File: src/rtl/aes_sbox_arbiter_if.sv
// aes_sbox_arbiter_if: requester and sbox signal bundle around the sbox arbiter
interface aes_sbox_arbiter_if #(
  parameter int NO_ROWS = 4,
  parameter int NO_COLS = 4
);
  localparam int W = 8*NO_ROWS*NO_COLS;
  logic [1:0]          req_i;
  logic [1:0][W-1:0]   req_matrix_i;
  logic [1:0][3:0]     req_row_mask_i;
  logic [1:0][3:0]     req_col_mask_i;
  logic [1:0]          gnt_o;
  logic [1:0]          done_o;
  logic [1:0]          err_o;
  logic [W-1:0]        result_o;
  logic                sbox_en_o;
  logic [W-1:0]        sbox_matrix_o;
  logic [3:0]          sbox_row_mask_o;
  logic [3:0]          sbox_col_mask_o;
  logic                sbox_valid_i;
  logic [W-1:0]        sbox_result_i;
  modport slave (
    input  req_i, req_matrix_i, req_row_mask_i, req_col_mask_i, sbox_valid_i, sbox_result_i,
    output gnt_o, done_o, err_o, result_o, sbox_en_o, sbox_matrix_o, sbox_row_mask_o, sbox_col_mask_o
  );
  modport master (
    output req_i, req_matrix_i, req_row_mask_i, req_col_mask_i, sbox_valid_i, sbox_result_i,
    input  gnt_o, done_o, err_o, result_o, sbox_en_o, sbox_matrix_o, sbox_row_mask_o, sbox_col_mask_o
  );
endinterface

File: src/rtl/aes_sbox_arbiter.sv
// aes_sbox_arbiter: round-robin share of one sbox between datapath (0) and key expansion (1); optional BUSY timeout via AES_SBOX_ARB_TIMEOUT_EN
module aes_sbox_arbiter #(
  parameter int NO_ROWS        = 4,
  parameter int NO_COLS        = 4,
  parameter int TIMEOUT_CYCLES = 64
) (
  input logic               aes_clk,
  input logic               resetn,
  aes_sbox_arbiter_if.slave bus
);
  localparam int W = 8*NO_ROWS*NO_COLS;
  typedef enum logic [1:0] {IDLE, BUSY, BYPASS, DRAIN} state_t;
  state_t         r_state;
  logic           r_owner;
  logic           r_last;
  logic [1:0]     r_gnt;
  logic [1:0]     r_done;
  logic [W-1:0]   r_result;
  logic [W-1:0]   r_matrix;
  logic [3:0]     r_row_mask;
  logic [3:0]     r_col_mask;
  logic           r_en;
  logic           w_win;
  logic [1:0]     w_owner_oh;
  logic           w_zero_mask;
  logic           w_grant;
  logic           w_timeout;
  assign w_win       = &bus.req_i ? ~r_last : bus.req_i[1];
  assign w_owner_oh  = r_owner ? 2'b10 : 2'b01;
  assign w_zero_mask = ~|bus.req_row_mask_i[w_win] | ~|bus.req_col_mask_i[w_win];
  assign w_grant     = (r_state == IDLE) & |bus.req_i;
`ifdef AES_SBOX_ARB_TIMEOUT_EN
  localparam int TW = TIMEOUT_CYCLES > 1 ? $clog2(TIMEOUT_CYCLES) : 1;
  logic [TW-1:0]  r_timer;
  logic [1:0]     r_err;
  assign w_timeout  = (r_state == BUSY) & ~bus.sbox_valid_i & (r_timer == TW'(TIMEOUT_CYCLES-1));
  assign bus.err_o  = r_err;
  // BUSY watchdog: cleared on each grant, err pulses alongside the timeout done
  always_ff @(posedge aes_clk or negedge resetn)
    if (!resetn) begin
      r_timer <= '0;
      r_err   <= '0;
    end else begin
      r_timer <= w_grant ? '0 : (r_state == BUSY) ? r_timer + 1'b1 : r_timer;
      r_err   <= w_timeout ? w_owner_oh : 2'b00;
    end
`else
  assign w_timeout = 1'b0;
  assign bus.err_o = 2'b00;
`endif
  // arbitration FSM with all sbox and requester outputs registered
  always_ff @(posedge aes_clk or negedge resetn)
    if (!resetn) begin
      r_state    <= IDLE;
      r_owner    <= 1'b0;
      r_last     <= 1'b1;
      r_gnt      <= '0;
      r_done     <= '0;
      r_result   <= '0;
      r_matrix   <= '0;
      r_row_mask <= '0;
      r_col_mask <= '0;
      r_en       <= 1'b0;
    end else begin
      r_gnt  <= '0;
      r_done <= '0;
      case (r_state)
        IDLE:
          if (|bus.req_i) begin
            r_owner    <= w_win;
            r_last     <= w_win;
            r_gnt      <= w_win ? 2'b10 : 2'b01;
            r_matrix   <= bus.req_matrix_i[w_win];
            r_row_mask <= bus.req_row_mask_i[w_win];
            r_col_mask <= bus.req_col_mask_i[w_win];
            r_en       <= ~w_zero_mask;
            r_state    <= w_zero_mask ? BYPASS : BUSY;
          end
        BUSY:
          if (bus.sbox_valid_i) begin
            r_result <= bus.sbox_result_i;
            r_done   <= w_owner_oh;
            r_en     <= 1'b0;
            r_state  <= DRAIN;
          end else if (w_timeout) begin
            r_result <= '0;
            r_done   <= w_owner_oh;
            r_en     <= 1'b0;
            r_state  <= DRAIN;
          end else if (!bus.req_i[r_owner]) begin
            r_en    <= 1'b0;
            r_state <= DRAIN;
          end
        BYPASS: begin
          r_result <= r_matrix;
          r_done   <= w_owner_oh;
          r_state  <= DRAIN;
        end
        default:
          if (!bus.sbox_valid_i) r_state <= IDLE;
      endcase
    end
  assign bus.gnt_o           = r_gnt;
  assign bus.done_o          = r_done;
  assign bus.result_o        = r_result;
  assign bus.sbox_en_o       = r_en;
  assign bus.sbox_matrix_o   = r_matrix;
  assign bus.sbox_row_mask_o = r_row_mask;
  assign bus.sbox_col_mask_o = r_col_mask;
endmodule

File: src/flat_wrapper.sv
// flat-port wrapper written by rule: the top's interface ports become plain ports
module aes_sbox_arbiter_flat 
#(
  parameter int NO_ROWS        = 4,
  parameter int NO_COLS        = 4,
  parameter int TIMEOUT_CYCLES = 64
)
  (aes_clk, resetn, bus_req_i, bus_req_matrix_i, bus_req_row_mask_i, bus_req_col_mask_i, bus_sbox_valid_i, bus_sbox_result_i, bus_gnt_o, bus_done_o, bus_err_o, bus_result_o, bus_sbox_en_o, bus_sbox_matrix_o, bus_sbox_row_mask_o, bus_sbox_col_mask_o);
  aes_sbox_arbiter_if #(.NO_ROWS(NO_ROWS), .NO_COLS(NO_COLS)) bus_i ();
  input logic aes_clk;
  input logic resetn;
  input wire logic [$bits(bus_i.req_i)-1:0] bus_req_i;
  input wire logic [$bits(bus_i.req_matrix_i)-1:0] bus_req_matrix_i;
  input wire logic [$bits(bus_i.req_row_mask_i)-1:0] bus_req_row_mask_i;
  input wire logic [$bits(bus_i.req_col_mask_i)-1:0] bus_req_col_mask_i;
  input wire logic [$bits(bus_i.sbox_valid_i)-1:0] bus_sbox_valid_i;
  input wire logic [$bits(bus_i.sbox_result_i)-1:0] bus_sbox_result_i;
  output wire logic [$bits(bus_i.gnt_o)-1:0] bus_gnt_o;
  output wire logic [$bits(bus_i.done_o)-1:0] bus_done_o;
  output wire logic [$bits(bus_i.err_o)-1:0] bus_err_o;
  output wire logic [$bits(bus_i.result_o)-1:0] bus_result_o;
  output wire logic [$bits(bus_i.sbox_en_o)-1:0] bus_sbox_en_o;
  output wire logic [$bits(bus_i.sbox_matrix_o)-1:0] bus_sbox_matrix_o;
  output wire logic [$bits(bus_i.sbox_row_mask_o)-1:0] bus_sbox_row_mask_o;
  output wire logic [$bits(bus_i.sbox_col_mask_o)-1:0] bus_sbox_col_mask_o;
  assign bus_i.req_i = bus_req_i;
  assign bus_i.req_matrix_i = bus_req_matrix_i;
  assign bus_i.req_row_mask_i = bus_req_row_mask_i;
  assign bus_i.req_col_mask_i = bus_req_col_mask_i;
  assign bus_i.sbox_valid_i = bus_sbox_valid_i;
  assign bus_i.sbox_result_i = bus_sbox_result_i;
  assign bus_gnt_o = bus_i.gnt_o;
  assign bus_done_o = bus_i.done_o;
  assign bus_err_o = bus_i.err_o;
  assign bus_result_o = bus_i.result_o;
  assign bus_sbox_en_o = bus_i.sbox_en_o;
  assign bus_sbox_matrix_o = bus_i.sbox_matrix_o;
  assign bus_sbox_row_mask_o = bus_i.sbox_row_mask_o;
  assign bus_sbox_col_mask_o = bus_i.sbox_col_mask_o;
  aes_sbox_arbiter #(.NO_ROWS(NO_ROWS), .NO_COLS(NO_COLS), .TIMEOUT_CYCLES(TIMEOUT_CYCLES)) u_core (.aes_clk(aes_clk), .resetn(resetn), .bus(bus_i));
endmodule
File: config.mk
export PLATFORM = sky130hd
export DESIGN_NAME = aes_sbox_arbiter_flat
export DESIGN_NICKNAME = d
export VERILOG_FILES = /design/src/rtl/aes_sbox_arbiter_if.sv /design/src/rtl/aes_sbox_arbiter.sv /design/src/flat_wrapper.sv
export SDC_FILE = /design/constraint.sdc
export NUM_CORES = 1
export LEC_CHECK = 0
export ABC_AREA = 1
export CAP_MARGIN = 20
export CORE_AREA = 5 5 256 258
export CTS_BUF_LIST = sky130_fd_sc_hd__clkbuf_2
export DETAILED_ROUTE_END_ITERATION = 10
export DIE_AREA = 0 0 261 263
export PLACE_DENSITY = 0.56
export SLEW_MARGIN = 10
export SYNTH_ARGS = -nofsm -noshare
export SYNTH_HDL_FRONTEND = slang
export SYNTH_SLANG_ARGS = --single-unit
File: constraint.sdc
create_clock -name aes_clk -period 1.95 [get_ports aes_clk]
set_clock_uncertainty 0.15 [all_clocks]
set_input_delay 0.39 -clock aes_clk [delete_from_list [all_inputs] [get_ports aes_clk]]
set_output_delay 0.39 -clock aes_clk [all_outputs]
set_load 0.02 [all_outputs]
==> summary.txt, run 1 <==
STA
  – Fin crit share: 1.14
  – Hold Fails Final Rpt: 0
  – Fmax: between 0.4 and 0.5 GHz
  – TNS Setup: -32.93 ns
  – Final Critical Period: 2.22 ns
  – Setup violators final: around 270
  – Setup ws final: -0.271 ns
  – RSZ-0062 raised after global routing: yes
  – Max Slew Vio Count: 0

Synth
  – Post-synthesis sequential area ratio: 0.554
  – Top cells by area, synth: dfrtp_1, nand2_1, a31oi_1, nand3_1, nor2_1
  – Synthesized cell area: roughly 12000 µm²
  – Syn avg cell area: slightly above 8 µm²
  – Synth Register Bits: 273
  – Synth Instances: between 1500 and 2000
  – Yosys warning total: 0
  – Synth area leader: dfrtp_1
  – Share of the synthesized area in the top cell type: 0.552
  – Synth cell types: 22

Cells and area
  – Most frequent cells in the layout: nand2_1, dlygate4sd3_1, clkdlybuf4s50_1, buf_6, buf_4
  – Layout cells sized above 1: 0.266
  – Final instance area: around 28000 µm²
  – # nets final: ~3300
  – Most common cell after layout, fill and taps aside: nand2_1
  – Area Growth Syn to Fin: 128%

GRT
  – Largest net degree at the start of global routing: 60
  – Initial antenna violation count: 8
  – Number of global-route vias before repair: 17700
  – Total grt overflow: 0
  – Total global-route track usage: 0.195
  – First-pass GRT wire length: 104 mm

CTS
  – Root Driver: clkbuf_2
  – Worst skew pair latency: 1.01 ns
  – Num CTS Buffers: 80
  – H-Tree Depth: 3
  – Worst-path clk slew: ~0.12 ns
  – CTS tree: yes
  – Maximum clock path buffer count: 3
  – CTS sink count: 273

Routing
  – Vias per inst: ~4.4
  – Post-DR wirelength/cell: approximately 20 µm
  – Via count: around 17000
  – 1st-pass router iterations: 5
  – Routed Antenna Nets: 0
  – Drt drc: 0
  – Initial DRC Count: between 1000 and 1500
  – Post-Route WL: 74.8 mm

Floorplanning
  – Number of top-level pins: between 600 and 700
  – Die width: 261 µm
  – Standard-cell rows: about 90
  – Area of the die: slightly below 70000 µm²
  – Starting Density: 0.196
  – Die Ht: ~260 µm
  – Core area: between 60000 and 70000 µm²

Setup path
  – CP arrival: roughly 1.7 ns
  – CP Data Required Time: 1.41 ns
  – CP endpoint kind: output pin
  – Worst r2r src: u_core.r_state[0]
  – Worst-path cell chain: buf_6
  – CP max stage cell: dfrtp_1
  – Worst Path Buf+Inv: 1
  – Critical Path Fanout Max: 2
  – R2R depth: 8
  – Flop2flop setup slack: -0.02 ns
  – CP Class: reg2out
  – Largest stage delay on the critical path: 0.47 ns
  – CP Launch Type: register
  – Cell family with most CP delay: flip-flops
  – R2r endpoint: u_core.bus.result_o[46]

Pwr
  – Combinational power share: 0.654
  – Switching power: about 20 mW
  – P_leak: 12.9 nW
  – Reg power frac: 0.247
  – Max VDD drop: around 0.68 mV
  – Switching Fraction: 0.445
  – Clk pwr share: 0.099
  – Internal power: between 20 and 30 mW
  – Cell Pwr Density: between 1500 and 2000 nW/µm²

Placed design
  – Final Wtd Congestion: 0.887
  – Post-detail-place hpwl: approximately 47 mm
  – DP Area: between 20000 and 25000 µm²
  – Post-Place Setup Slack: -0.225 ns
  – Number of port buffers: 673

Job
  – Max cap viols: 0

Run status
  – Status: finished with violations
  – Failing checks: negative setup slack

Hold path
  – HP Class: in2async
stage by stage:
stage | power [mW] | utilization | std cells | hold WS (ns)
4_1_cts | 41.8 | 0.429 | 3707 | 0.00921
3_3_place_gp | 32.5 | 0.328 | 3011 | 0.118
6_report | 45.2 | 0.448 | 3805 | 0.258
2_1_floorplan | 21.3 | - | 1502 | -0.0556
3_5_place_dp | 32.8 | 0.328 | 3011 | 0.113
5_1_grt | 47.7 | 0.448 | 3803 | 0.105
tightest hold or removal path, stage by stage:
cell           delay (ns)
dlygate4sd3_1        0.52
dlygate4sd3_1        0.58
buf_8                0.11
buf_12               0.18
synthesized netlist by cell type:
library cell	count
a21oi_1	2
a21oi_2	1
a31oi_1	136
buf_1	1
buf_12	4
buf_2	57
buf_4	4
buf_6	11
clkbuf_1	27
conb_1	1
dfrtp_1	272
dfstp_2	1
ha_1	4
inv_1	11
inv_2	2
nand2_1	643
nand2_2	30
nand2_4	1
nand3_1	137
nor2_1	147
o21a_1	1
o21ai_0	8
cell families after synthesis:
group	Yosys count	share of synthesized area
and+or+nand+nor	958	0.312
DFF	273	0.554
AOI/OAI and AO/OA	148	0.0744
buffers and inverters	117	0.0546
adders and majority gates	4	0.00406
other	1	0.000304
worst max path at each step:
stage	start	endpoint	slack (ns)	cells past startpoint
after floorplan	u_core.r_state[0]	u_core.bus.sbox_matrix_o[126]	0.27	9
after global placement	bus_req_i[0]	u_core.bus.sbox_matrix_o[38]	-0.21	8
after detailed placement	bus_req_i[0]	u_core.bus.sbox_matrix_o[34]	-0.23	8
after CTS	u_core.bus.sbox_matrix_o[28]	bus_sbox_matrix_o[28]	-0.42	1
after global routing	u_core.bus.sbox_matrix_o[31]	bus_sbox_matrix_o[31]	-0.43	1
final	u_core.bus.sbox_matrix_o[31]	bus_sbox_matrix_o[31]	-0.27	1
flip-flops by register name (all words and copies together) (netlist names), 2 cells and up:
name / flops
u_core.bus.result_o: 128
u_core.bus.sbox_matrix_o: 128
u_core.bus.sbox_col_mask_o: 4
u_core.bus.gnt_o: 2
u_core.bus.sbox_row_mask_o: 4
u_core.r_state: 2
u_core.bus.done_o: 2
power by group through the flow:
stage	Sequential, mW	Combinational (mW)	Clock, mW
6_report	11.2	29.5	4.46
5_1_grt	11.4	31.3	4.93
4_1_cts	11.1	26.1	4.63
3_5_place_dp	11.1	21.8	0
3_3_place_gp	11.0	21.5	0
2_1_floorplan	13.8	7.47	0
layout make-up:
class / count / area, µm²
diodes: 9 / 22.5
clock inverters: 30 / 158
fillers: 5702 / 34600
repair buffers: 1410 / 14500
well taps: 846 / 1060
clock buffers: 112 / 561
flip-flops and latches: 273 / 6850
multi-input cells: 1112 / 4920
inverters: 13 / 71.3
layer usage:
layer / vias to the layer above / share of wire / GRT usage
met5: - / 0.00036 / 0
met4: 4 / 0.054 / 0.100
met3: 262 / 0.069 / 0.0506
met2: 846 / 0.49 / 0.334
met1: 8057 / 0.39 / 0.223
li1: 7728 / - / -
repair_timing:
item	in CTS	in global routing
setup buffers	146	73
gates resized for setup	1673	43
setup endpoints to repair	274	453
pin swaps	0	3
hold buffers	405	0
cloned	3	16
hold endpoints to repair	541	0
No activity file was read; power rests on OpenSTA's default activity.
==> run 2: changes to the inputs <==
==> constraint.sdc (replaced) <==
create_clock -name aes_clk -period 2.14 [get_ports aes_clk]
set_clock_uncertainty 0.15 [all_clocks]
set_input_delay 0.428 -clock aes_clk [delete_from_list [all_inputs] [get_ports aes_clk]]
set_output_delay 0.428 -clock aes_clk [all_outputs]
set_load 0.02 [all_outputs]
==> summary.txt, run 2 (synthesis gave the netlist of run 1 again) <==
Run status
  – Status: finished with violations
  – Failing checks: negative setup slack

Floorplanning
  – Number of top-level pins: around 680
  – Starting Density: 0.196
  – Die Ht: roughly 260 µm
  – Area of the die: 68600 µm²
  – Standard-cell rows: 92
  – Core area: around 63000 µm²
  – Die width: approximately 260 µm

CTS
  – Root Driver: clkbuf_2
  – Worst skew pair latency: 0.98 ns
  – CTS sink count: between 200 and 300
  – Num CTS Buffers: 81
  – Maximum clock path buffer count: 3
  – Worst-path clk slew: 0.10 ns
  – CTS tree: yes
  – H-Tree Depth: 3

Placed design
  – Number of port buffers: around 670
  – DP Area: about 21000 µm²
  – Final Wtd Congestion: 0.874
  – Post-detail-place hpwl: roughly 47 mm
  – Post-Place Setup Slack: -0.0669 ns

Routing
  – Drt drc: 0
  – Routed Antenna Nets: 0
  – Via count: approximately 16000
  – Initial DRC Count: between 900 and 1000
  – 1st-pass router iterations: 6
  – Post-Route WL: 69.4 mm
  – Vias per inst: ~4.4
  – Post-DR wirelength/cell: 18.5 µm

Setup path
  – R2R depth: 9
  – Cell family with most CP delay: flip-flops
  – CP max stage cell: dfrtp_1
  – CP Class: reg2out
  – Largest stage delay on the critical path: 0.44 ns
  – Worst r2r src: u_core.r_state[1]
  – CP arrival: around 1.6 ns
  – Worst Path Buf+Inv: 1
  – CP Data Required Time: roughly 1.6 ns
  – Crit. Startpoint: u_core.bus.sbox_matrix_o[31]
  – Critical Path Fanout Max: 2
  – Critical path depth in cells: 1
  – CP Launch Type: register
  – CP endpoint kind: output pin
  – Worst-path cell chain: buf_6

Pwr
  – Max VDD drop: slightly above 0.7 mV
  – P_leak: approximately 12 nW
  – Cell Pwr Density: about 1400 nW/µm²

GRT
  – Total global-route track usage: 0.190
  – Largest net degree at the start of global routing: 95
  – Total grt overflow: 0
  – Number of global-route vias before repair: 17500
  – First-pass GRT wire length: a little over 100 mm
  – Initial antenna violation count: 10

Cells and area
  – Area Growth Syn to Fin: 120%
  – Most frequent cells in the layout: nand2_1, dlygate4sd3_1, clkdlybuf4s50_1, buf_6, dfrtp_1
  – Final instance area: between 20000 and 30000 µm²
  – Fill cells: 5868
  – Layout cells sized above 1: 0.250
  – Area of the multi-input gates: roughly 4900 µm²
  – FF/Latch Area: just under 7000 µm²
  – Most common cell after layout, fill and taps aside: nand2_1
  – Layout Utilization: 0.432
  – # nets final: between 3000 and 4000

Hold path
  – Hold Crit Depth: 6
  – Min-delay src: bus_req_i[0]
  – HP Class: in2reg

STA
  – Hold slack: ~0.26 ns
  – Max Slew Vio Count: 0
  – Fin crit share: 1.01
  – Worst-margin pin slew: 0.618 ns
  – TNS Setup: -0.155 ns
  – Hold Fails Final Rpt: 0
  – Final Critical Period: between 2 and 2.5 ns
  – Setup violators final: 13
  – Setup ws final: -0.0283 ns
  – RSZ-0062 raised after global routing: yes
  – Worst-case headroom to the max-slew limit: 0.588
  – Fmax: about 0.46 GHz

Job
  – Max cap viols: 0
run 2: changes by cell type in the layout (fill, tap and decap cells not counted), moves of 3 or more:
cell | before | now
buf_6 | 281 | 269
clkbuf_16 | 14 | 0
inv_1 | 7 | 10
a31oi_1 | 131 | 136
a31oi_2 | 4 | 0
clkinv_1 | 23 | 12
buf_4 | 269 | 255
buf_16 | 12 | 1
inv_2 | 4 | 1
run 2: area by class of cell:
cell class	instances	share of cell area
Timing Repair Buffer	1360	0.502
Sequential cell	273	0.253
Multi-Input combinational cell	1112	0.179
Tap cell	846	0.0391
Clock buffer	114	0.0210
Clock inverter	18	0.00323
Inverter	13	0.00217
Antenna cell	11	0.00102
run 2: per-layer routing:
| layer | global-route usage | wire (µm) | vias up |
|---|---|---|---|
| li1 | - | - | 7612 |
| met1 | 0.225 | 27300 | 7732 |
| met2 | 0.315 | 33200 | 782 |
| met3 | 0.0518 | 4950 | 219 |
| met4 | 0.102 | 3950 | 4 |
| met5 | 0 | 27 | - |
run 2: where the power goes:
group          internal (mW)  switching [mW]  leakage (nW)  total, mW
clock network           1.42            2.42         0.501       3.83
logic                   11.7            12.6          8.71       24.3
registers               7.90            2.24          3.19       10.1
total                   21.0            17.2          12.4       38.2
run 2: final timing paths:
check                           slack (ns)                       endpoint
worst max-delay path                 -0.03          bus_sbox_matrix_o[31]
worst min-delay path                  0.26  u_core.bus.sbox_col_mask_o[2]
worst max register to register        0.14   u_core.bus.sbox_matrix_o[36]
worst min register to register        0.35                  u_core.r_last
max in group asynchronous             0.67   u_core.bus.sbox_matrix_o[61]
min in group asynchronous             0.41  u_core.bus.sbox_matrix_o[105]
run 2: metrics by stage:
stage	power, mW	instances
after CTS	37.5	3681
after floorplan	19.4	1502
after global placement	29.6	3001
final	38.2	3747
after detailed placement	29.8	3001
after global routing	40.5	3746
run 2: tightest hold or removal path: stages:
cell	delay, ns
clkdlybuf4s50_1	0.42
inv_1	0.08
a21oi_2	0.07
buf_4	0.19
nor2_1	0.09
a31oi_1	0.05
run 2: timing repair:
action	CTS	global route
resized for setup	1663	4
setup endpoints to repair	269	332
setup buffers	143	55
endpoints found under the hold margin	541	0
hold buffers	405	0
